**config.mk**
```make
export PLATFORM = sky130hd
export DESIGN_NAME = gravel_sensor
export DESIGN_NICKNAME = d
export VERILOG_FILES = /design/src/rtl/gravel_sensor_pkg.sv /design/src/rtl/gravel_sensor_debounce.sv /design/src/rtl/gravel_sensor.sv
export SDC_FILE = /design/constraint.sdc
export NUM_CORES = 1
export LEC_CHECK = 0
export BUFFER_PORTS_ARGS = -buffer_cell sky130_fd_sc_hd__buf_2
export CORE_ASPECT_RATIO = 1.25
export CORE_MARGIN = 2
export CORE_UTILIZATION = 40
export DETAILED_ROUTE_END_ITERATION = 8
export GPL_TIMING_DRIVEN = 1
export PLACE_DENSITY_LB_ADDON = 0.1
export SKIP_CTS_REPAIR_TIMING = 1
export SLEW_MARGIN = 25
export SYNTH_ARGS = -nofsm -noshare
export SYNTH_HDL_FRONTEND = slang
export SYNTH_SLANG_ARGS = --single-unit
```
**constraint.sdc**
```tcl
create_clock -name clock -period 1.6 [get_ports clock]
set_clock_uncertainty 0.05 [all_clocks]
set_input_delay 0.24 -clock clock [delete_from_list [all_inputs] [get_ports clock]]
set_output_delay 0.24 -clock clock [all_outputs]
set_load 0.05 [all_outputs]
```
**src/rtl/gravel_sensor_pkg.sv**
```systemverilog
// Definitions shared between the intersection controller and the gravel-road sensor block.
package gravel_sensor_pkg;

  localparam int unsigned STATE_W  = 2;
  localparam int unsigned LAMP_W   = 3;
  localparam int unsigned DB_CNT_W = 4;

  typedef enum logic [STATE_W-1:0] {
    IDLE    = 2'b00,
    REQUEST = 2'b01,
    SERVE   = 2'b10,
    DRAIN   = 2'b11
  } state_e;

  localparam logic [LAMP_W-1:0] LAMP_RED = 3'b100;
  localparam logic [LAMP_W-1:0] LAMP_YEL = 3'b010;
  localparam logic [LAMP_W-1:0] LAMP_GRN = 3'b001;

  // A lamp code is legal only when exactly one lamp is lit.
  function automatic logic lamp_legal(input logic [LAMP_W-1:0] g);
    return (g == LAMP_RED) || (g == LAMP_YEL) || (g == LAMP_GRN);
  endfunction

endpackage

```
**src/rtl/gravel_sensor_debounce.sv**
```systemverilog
// Loop-detector conditioning: 2-flop synchronizer, stability counter, and arrival pulse.
module sensor_debounce
  import gravel_sensor_pkg::*;
#(
  parameter int unsigned DEBOUNCE = 4
) (
  input  logic clk,
  input  logic rst_n,
  input  logic sensor_i,
  output logic arrival_c
);

  logic                sync1_q, sync2_q;
  logic                level_q, level_d;
  logic [DB_CNT_W-1:0] cnt_q, cnt_d;
  logic                mismatch;
  logic                expire;

  assign mismatch = sync2_q ^ level_q;
  assign expire   = mismatch && (cnt_q == DB_CNT_W'(DEBOUNCE - 1));

  // The arrival is flagged in the cycle whose closing edge raises the level.
  assign arrival_c = expire & sync2_q;

  always_comb begin
    level_d = level_q;
    cnt_d   = '0;
    if (expire) begin
      level_d = sync2_q;
    end else if (mismatch) begin
      cnt_d = cnt_q + DB_CNT_W'(1);
    end
  end

  always_ff @(posedge clk or negedge rst_n) begin
    if (!rst_n) begin
      sync1_q <= 1'b0;
      sync2_q <= 1'b0;
      level_q <= 1'b0;
      cnt_q   <= '0;
    end else begin
      sync1_q <= sensor_i;
      sync2_q <= sync1_q;
      level_q <= level_d;
      cnt_q   <= cnt_d;
    end
  end

endmodule

```
**src/rtl/gravel_sensor.sv**
```systemverilog
// Gravel-road vehicle sensor: counts debounced arrivals and requests service from the
// intersection controller through a four-state handshake on the gravel lamp code.
module gravel_sensor
  import gravel_sensor_pkg::*;
#(
  parameter int unsigned DEBOUNCE = 4,
  parameter int unsigned CNT_W    = 4
) (
  input  logic              clock,
  input  logic              reset,
  input  logic              SENSOR,
  input  logic [LAMP_W-1:0] Gravel,
  output logic              TRAFFIC,
  output logic [CNT_W-1:0]  Waiting,
  output logic [STATE_W-1:0] State,
  output logic              Fault
);

  state_e             state_q, state_d;
  logic [CNT_W-1:0]   waiting_q, waiting_d;
  logic               traffic_q, traffic_d;
  logic               fault_q, fault_d;
  logic               arrival;

  sensor_debounce #(
    .DEBOUNCE (DEBOUNCE)
  ) u_debounce (
    .clk       (clock),
    .rst_n     (reset),
    .sensor_i  (SENSOR),
    .arrival_c (arrival)
  );

  always_comb begin
    state_d   = state_q;
    waiting_d = waiting_q;
    traffic_d = 1'b0;
    fault_d   = fault_q | ~lamp_legal(Gravel);

    case (state_q)
      IDLE:    if (arrival) state_d = REQUEST;
      REQUEST: if (Gravel == LAMP_GRN) state_d = SERVE;
      SERVE:   if ((Gravel == LAMP_YEL) || (Gravel == LAMP_RED)) state_d = DRAIN;
      // A coincident arrival counts as waiting so the request is not lost in IDLE.
      DRAIN:   if (Gravel == LAMP_RED)
                 state_d = ((waiting_q != '0) || arrival) ? REQUEST : IDLE;
      default: state_d = IDLE;
    endcase

    // Entering SERVE clears the count; an arrival in that same clock still counts.
    if ((state_q != SERVE) && (state_d == SERVE)) begin
      waiting_d = arrival ? CNT_W'(1) : '0;
    end else if (arrival && (waiting_q != '1)) begin
      waiting_d = waiting_q + CNT_W'(1);
    end

    traffic_d = (state_d == REQUEST);
  end

  always_ff @(posedge clock or negedge reset) begin
    if (!reset) begin
      state_q   <= IDLE;
      waiting_q <= '0;
      traffic_q <= 1'b0;
      fault_q   <= 1'b0;
    end else begin
      state_q   <= state_d;
      waiting_q <= waiting_d;
      traffic_q <= traffic_d;
      fault_q   <= fault_d;
    end
  end

  assign TRAFFIC = traffic_q;
  assign Waiting = waiting_q;
  assign State   = state_q;
  assign Fault   = fault_q;

endmodule

```
==> run_results.csv, run 1 <==
group,metric,value,unit
status,status,"finished clean",
sta,hold_violations,0,
die,start_util,0.430,
synthesis,synth_top_area_share,0.482,
run,maxCapViolCount,0,
sta,fmax,653,MHz
placed_design,gp_routability_congestion,0.741,
sta,grt_setup_unrepaired,"true",
clocking,root_buffer,"clkbuf_4",
setup_path,crit_type,"register to register",
synthesis,synth_top_cell_by_area,"dfrtp_1",
sta,worst_pin_slew,431,ps
synthesis,synth_nets,79,
die,placementRows,17,
synthesis,synth_edf_count,0,
grt,grt.total_usage,0.148,
placed_design,dp_hpwl,1060,µm
synthesis,avgSynthCellArea,11.1,µm²
drt,dr.pass1.iters,2,
drt,routed_wirelength,1390,µm
grt,grt_pass1_wl,2420,µm
sta,whs,12.1,ps
die,die_area,2320,µm²
power_and_ir_drop,p_per_area,1660,nW/µm²
power_and_ir_drop,ir_drop,0.000856,V
min_path,hold_class,"input pin to register",
drt,drcViolationCount,0,
drt,avgRoutedWirePerCell,12.5,µm
drt,initialDrtViolationCount,5,
clocking,htreeDepth,1,
power_and_ir_drop,leakage,0.446,nW
placed_design,io_buffers,13,
cells_and_area,fill_cells,170,
cells_and_area,fin_nets,102,
clocking,clk_pin_slew,90,ps
setup_path,arrival,1650,ps
sta,slew-limit-headroom,0.711,
cells_and_area,ff_latch_area,378,µm²
grt,grt_pass1_vias,554,
die,die_w,43.5,µm
cells_and_area,area_delta_synth_final,22.0,%
synthesis,synth_common_cells,"15 x dfrtp_1, 6 x nor2_1, 5 x inv_1, 4 x nand3_1",
clocking,worstSkewPairLatency,280,ps
die,io-pin-count,14,
drt,vias_per_cell,5.06,
setup_path,cp-start-kind,"register",
clocking,cts_sinks,15,
clocking,cts_tree,"built",
clocking,cts_buffers,3,
grt,overflow,0,
drt,via_count,562,
die,die_y,53.3,µm
synthesis,synth-seq-area-share,0.482,
cells_and_area,utilization,0.525,
drt,antenna_left,0,
cells_and_area,multi_input_area,390,µm²
grt,grt_max_degree,16,
synthesis,synth_seq_cells,15,
synthesis,synth_ff_type,"dfrtp_1",
cells_and_area,post-route-cell-area,950,µm²
setup_path,end_kind,"register",
sta,fin_setup_tns,0,ps
synthesis,ys_async_sr_fraction,1.00,
synthesis,yosys-top-cells-area,"dfrtp_1 48%, ha_1 4.8%, nor3_2 3.9%",
sta,report.final.slew_viol_count,0,
synthesis,synth.distinct_cells,29,
synthesis,netlist_area,778,µm²
clocking,cts.path.max_buffers,2,
synthesis,syn_inst,70,
sta,period_share,0.957,
grt,antenna_found_initial,0,
setup_path,cp.required,1710,ps
synthesis,yosysMostFrequentCell,"dfrtp_1",
cells_and_area,insertedDiodeCount,0,
sta,setup_viol,0,
synthesis,yosysWarnings,0,
placed_design,dpl_cell_area,881,µm²
die,coreArea,1810,µm²
sta,period_needed,1530,ps
cells_and_area,drive_above_1_share,0.359,
setup_path,crit_fanout,7,
==> flip-flops by register name, indices dropped and copies added (netlist names) <==
name,cells
u_debounce.cnt_q,4
TRAFFIC,1
u_debounce.sync2_q,1
u_debounce.level_q,1
Waiting,4
u_debounce.sync1_q,1
Fault,1
State,2
==> cell families after synthesis <==
family / synth area share
and+or+nand+nor: 0.240
DFF: 0.482
AOI/OAI and AO/OA: 0.132
buffers and inverters: 0.0386
xor gates and xnor gates: 0.0450
adders and majority gates: 0.0482
muxes: 0.0145
==> layout by cell type, fill, tap and decap left out, types with 2 or more instances in the layout <==
master    count
ha_1          2
nand2_1       3
buf_2        13
nand3b_1      2
nor3_2        3
and4b_1       2
clkbuf_4      3
nand2b_1      2
xnor2_1       2
xor2_1        2
nand3_1       4
buf_4         5
o21ai_0       2
a21oi_1       3
dfrtp_1      13
nor2b_1       2
dfrtp_2       2
inv_1         5
nor2_1        6
==> report_power, final <==
part / internal (mW) / total [mW] / switching, mW / leakage, nW
clock network: 0.0968 / 0.215 / 0.119 / 0.0150
registers: 0.492 / 0.592 / 0.0998 / 0.179
logic: 0.278 / 0.769 / 0.492 / 0.252
==> metal layers <==
| layer | global-route usage | vias to the layer above | share of wire |
|---|---|---|---|
| li1 | - | 285 | - |
| met5 | 0 | - | 0 |
| met2 | 0.234 | 14 | 0.49 |
| met1 | 0.180 | 259 | 0.44 |
| met4 | 0.106 | 0 | 0.027 |
| met3 | 0.0239 | 4 | 0.042 |
==> critical path: stages (launching register included) <==
cell     delay, ps
dfrtp_1        380
ha_2           190
nor3b_4        300
and2_4         250
and4b_1        210
nor3_2          40
==> cell type report <==
class	instances	share of cell area
flip-flops and latches	15	0.398
inverters	5	0.0198
clock buffers	4	0.0277
repair buffers	19	0.119
multi-input cells	49	0.411
well taps	19	0.0250
==> final timing paths <==
check / slack (ps) / from / depth (start not counted) / to
setup / recovery: 70 / u_debounce.cnt_q[0] / 5 / Waiting[3]
hold / removal: 10 / SENSOR / 1 / u_debounce.sync1_q
setup reg to reg: 70 / u_debounce.cnt_q[0] / 5 / Waiting[3]
hold reg to reg: 310 / u_debounce.sync1_q / 0 / u_debounce.sync2_q
max in group asynchronous: 900 / reset / 2 / Waiting[1]
min in group asynchronous: 320 / reset / 2 / Waiting[0]
==> per-stage QoR <==
stage	worst slack, ps	cells	total power, mW
global route	-34.9	111	1.69
finish	68.8	111	1.58
CTS	0.432	108	1.56
floorplan	24.4	70	1.13
global placement	39.6	104	1.32
detailed placement	9.48	104	1.34
No activity file was read; power rests on OpenSTA's default activity.
==> run 2, diff against run 1 <==
CORE_ASPECT_RATIO = unset   (was 1.25)
==> run 2 against run 1 <==
Critical path depth unchanged. Worst setup slack worse by 5.6 ps. Clock power is 5% higher. Worst hold slack better by 140 ps. Power up 2.0%. Core utilization is 2.4 points higher. Die area hardly changed. Via count down 0.18%. Largest power group unchanged. Critical endpoint unchanged.
==> run_results.csv, run 2 (synthesized netlist as in run 1, its figures left out) <==
group,metric,value,unit
drt,via_count,561,
setup_path,crit_chain,"ha_2 > nor3b_4 > and2_4 > and4b_1 > nor3_2",
min_path,whs_path_depth,2,
drt,initialDrtViolationCount,2,
setup_path,crit_type,"register to register",
clocking,clk_pin_slew,100,ps
setup_path,crit_fanout,7,
cells_and_area,fin_nets,104,
setup_path,cp-startpoint,"u_debounce.cnt_q[0]",
sta,slew-limit-headroom,0.712,
cells_and_area,insertedDiodeCount,0,
setup_path,end_kind,"register",
die,die_area,2310,µm²
drt,antenna_left,0,
min_path,hold_path_startpoint,"Gravel[1]",
cells_and_area,mostFrequentLayoutCells,"13 x dfrtp_1, 13 x buf_2, 6 x nor2_1, 6 x buf_4, 5 x inv_1",
sta,report.final.slew_viol_count,0,
placed_design,dp_hpwl,1010,µm
grt,grt.total_usage,0.139,
setup_path,ff2ff_path_depth,5,
status,status,"finished clean",
sta,fmax,651,MHz
min_path,min_to,"Fault",
clocking,cts.path.max_buffers,2,
run,maxCapViolCount,0,
sta,hold_violations,0,
die,die_y,48.1,µm
placed_design,io_buffers,13,
clocking,worstSkewPairLatency,300,ps
power_and_ir_drop,p_per_area,1640,nW/µm²
placed_design,gp_routability_congestion,0.783,
die,coreArea,1780,µm²
clocking,cts_buffers,3,
setup_path,ff2ff_setup_slack,60,ps
grt,grt_pass1_wl,2110,µm
grt,grt_max_degree,16,
die,start_util,0.436,
sta,period_share,0.960,
cells_and_area,utilization,0.549,
setup_path,arrival,1660,ps
drt,vias_per_cell,4.71,
cells_and_area,area_delta_synth_final,25.7,%
setup_path,cp_slowest_cell,"dfrtp_1",
drt,dr.pass1.iters,2,
die,placementRows,15,
setup_path,cp.required,1730,ps
grt,grt_pass1_vias,496,
cells_and_area,drive_above_1_share,0.372,
drt,routed_wirelength,1310,µm
grt,overflow,0,
setup_path,cp-start-kind,"register",
clocking,cts_sinks,15,
clocking,root_buffer,"clkbuf_4",
min_path,hold_class,"input pin to register",
sta,grt_setup_unrepaired,"true",
clocking,cts_tree,"built",
setup_path,r2r_start,"u_debounce.cnt_q[0]",
drt,avgRoutedWirePerCell,11.0,µm
power_and_ir_drop,ir_drop,0.000841,V
drt,drcViolationCount,0,
clocking,htreeDepth,1,
sta,period_needed,1540,ps
die,die_w,48.1,µm
setup_path,reg2reg_to,"Waiting[3]",
power_and_ir_drop,totalPowerFinal,1.61,mW
sta,worst_pin_slew,429,ps
grt,antenna_found_initial,0,
sta,setup_viol,0,
setup_path,max_stage_delay,380,ps
die,io-pin-count,14,
power_and_ir_drop,leakage,0.454,nW
cells_and_area,fill_cells,167,
-- run 2: how the worst max path moves through the flow --
stage,end,slack [ps],cells past startpoint
after global placement,Waiting[3],50,5
after CTS,Waiting[2],-4,5
final,Waiting[3],60,5
after detailed placement,Waiting[3],30,5
after global routing,Waiting[3],-20,5
after floorplan,State[0],20,4
-- run 2: worst max-delay path: cells and delay by family, from the launching register on --
family        cells  cell delay (ps)
flops             1              380
simple gates      4              790
fa+ha+maj         1              190
-- run 2: per-stage QoR --
stage	worst slack [ps]	hold WS, ps	std cells	setup TNS (ps)	cell area (µm²)
final	63.2	148	119	0	978
after floorplan	24.4	-106	70	0	781
after global routing	-15.2	167	119	-28.4	978
after detailed placement	28.7	111	112	0	903
after global placement	51.2	111	112	0	903
after CTS	-3.53	-229	116	-3.53	933
-- run 2: area by class of cell --
class,count,area [µm²],area share
Clock inverter,1,7.51,0.00767
Timing Repair Buffer,21,130,0.133
Clock buffer,3,22.5,0.0230
Sequential cell,15,378,0.386
Multi-Input combinational cell,49,390,0.399
Tap cell,25,31.3,0.0320
Inverter,5,18.8,0.0192
-- run 2: layer usage --
metal  up-vias  wire length, µm  global-route usage
met2        15              560               0.200
met5         -                0                   0
li1        290                -                   -
met1       254              663               0.178
met3         2               65              0.0556
met4         0               17              0.0757
-- run 2: report_power, final --
group | leakage [nW] | switching [mW] | internal (mW) | total [mW]
combinational | 0.261 | 0.515 | 0.305 | 0.819
clock | 0.0139 | 0.129 | 0.0954 | 0.225
sequential | 0.179 | 0.0725 | 0.491 | 0.564
total | 0.454 | 0.717 | 0.891 | 1.61
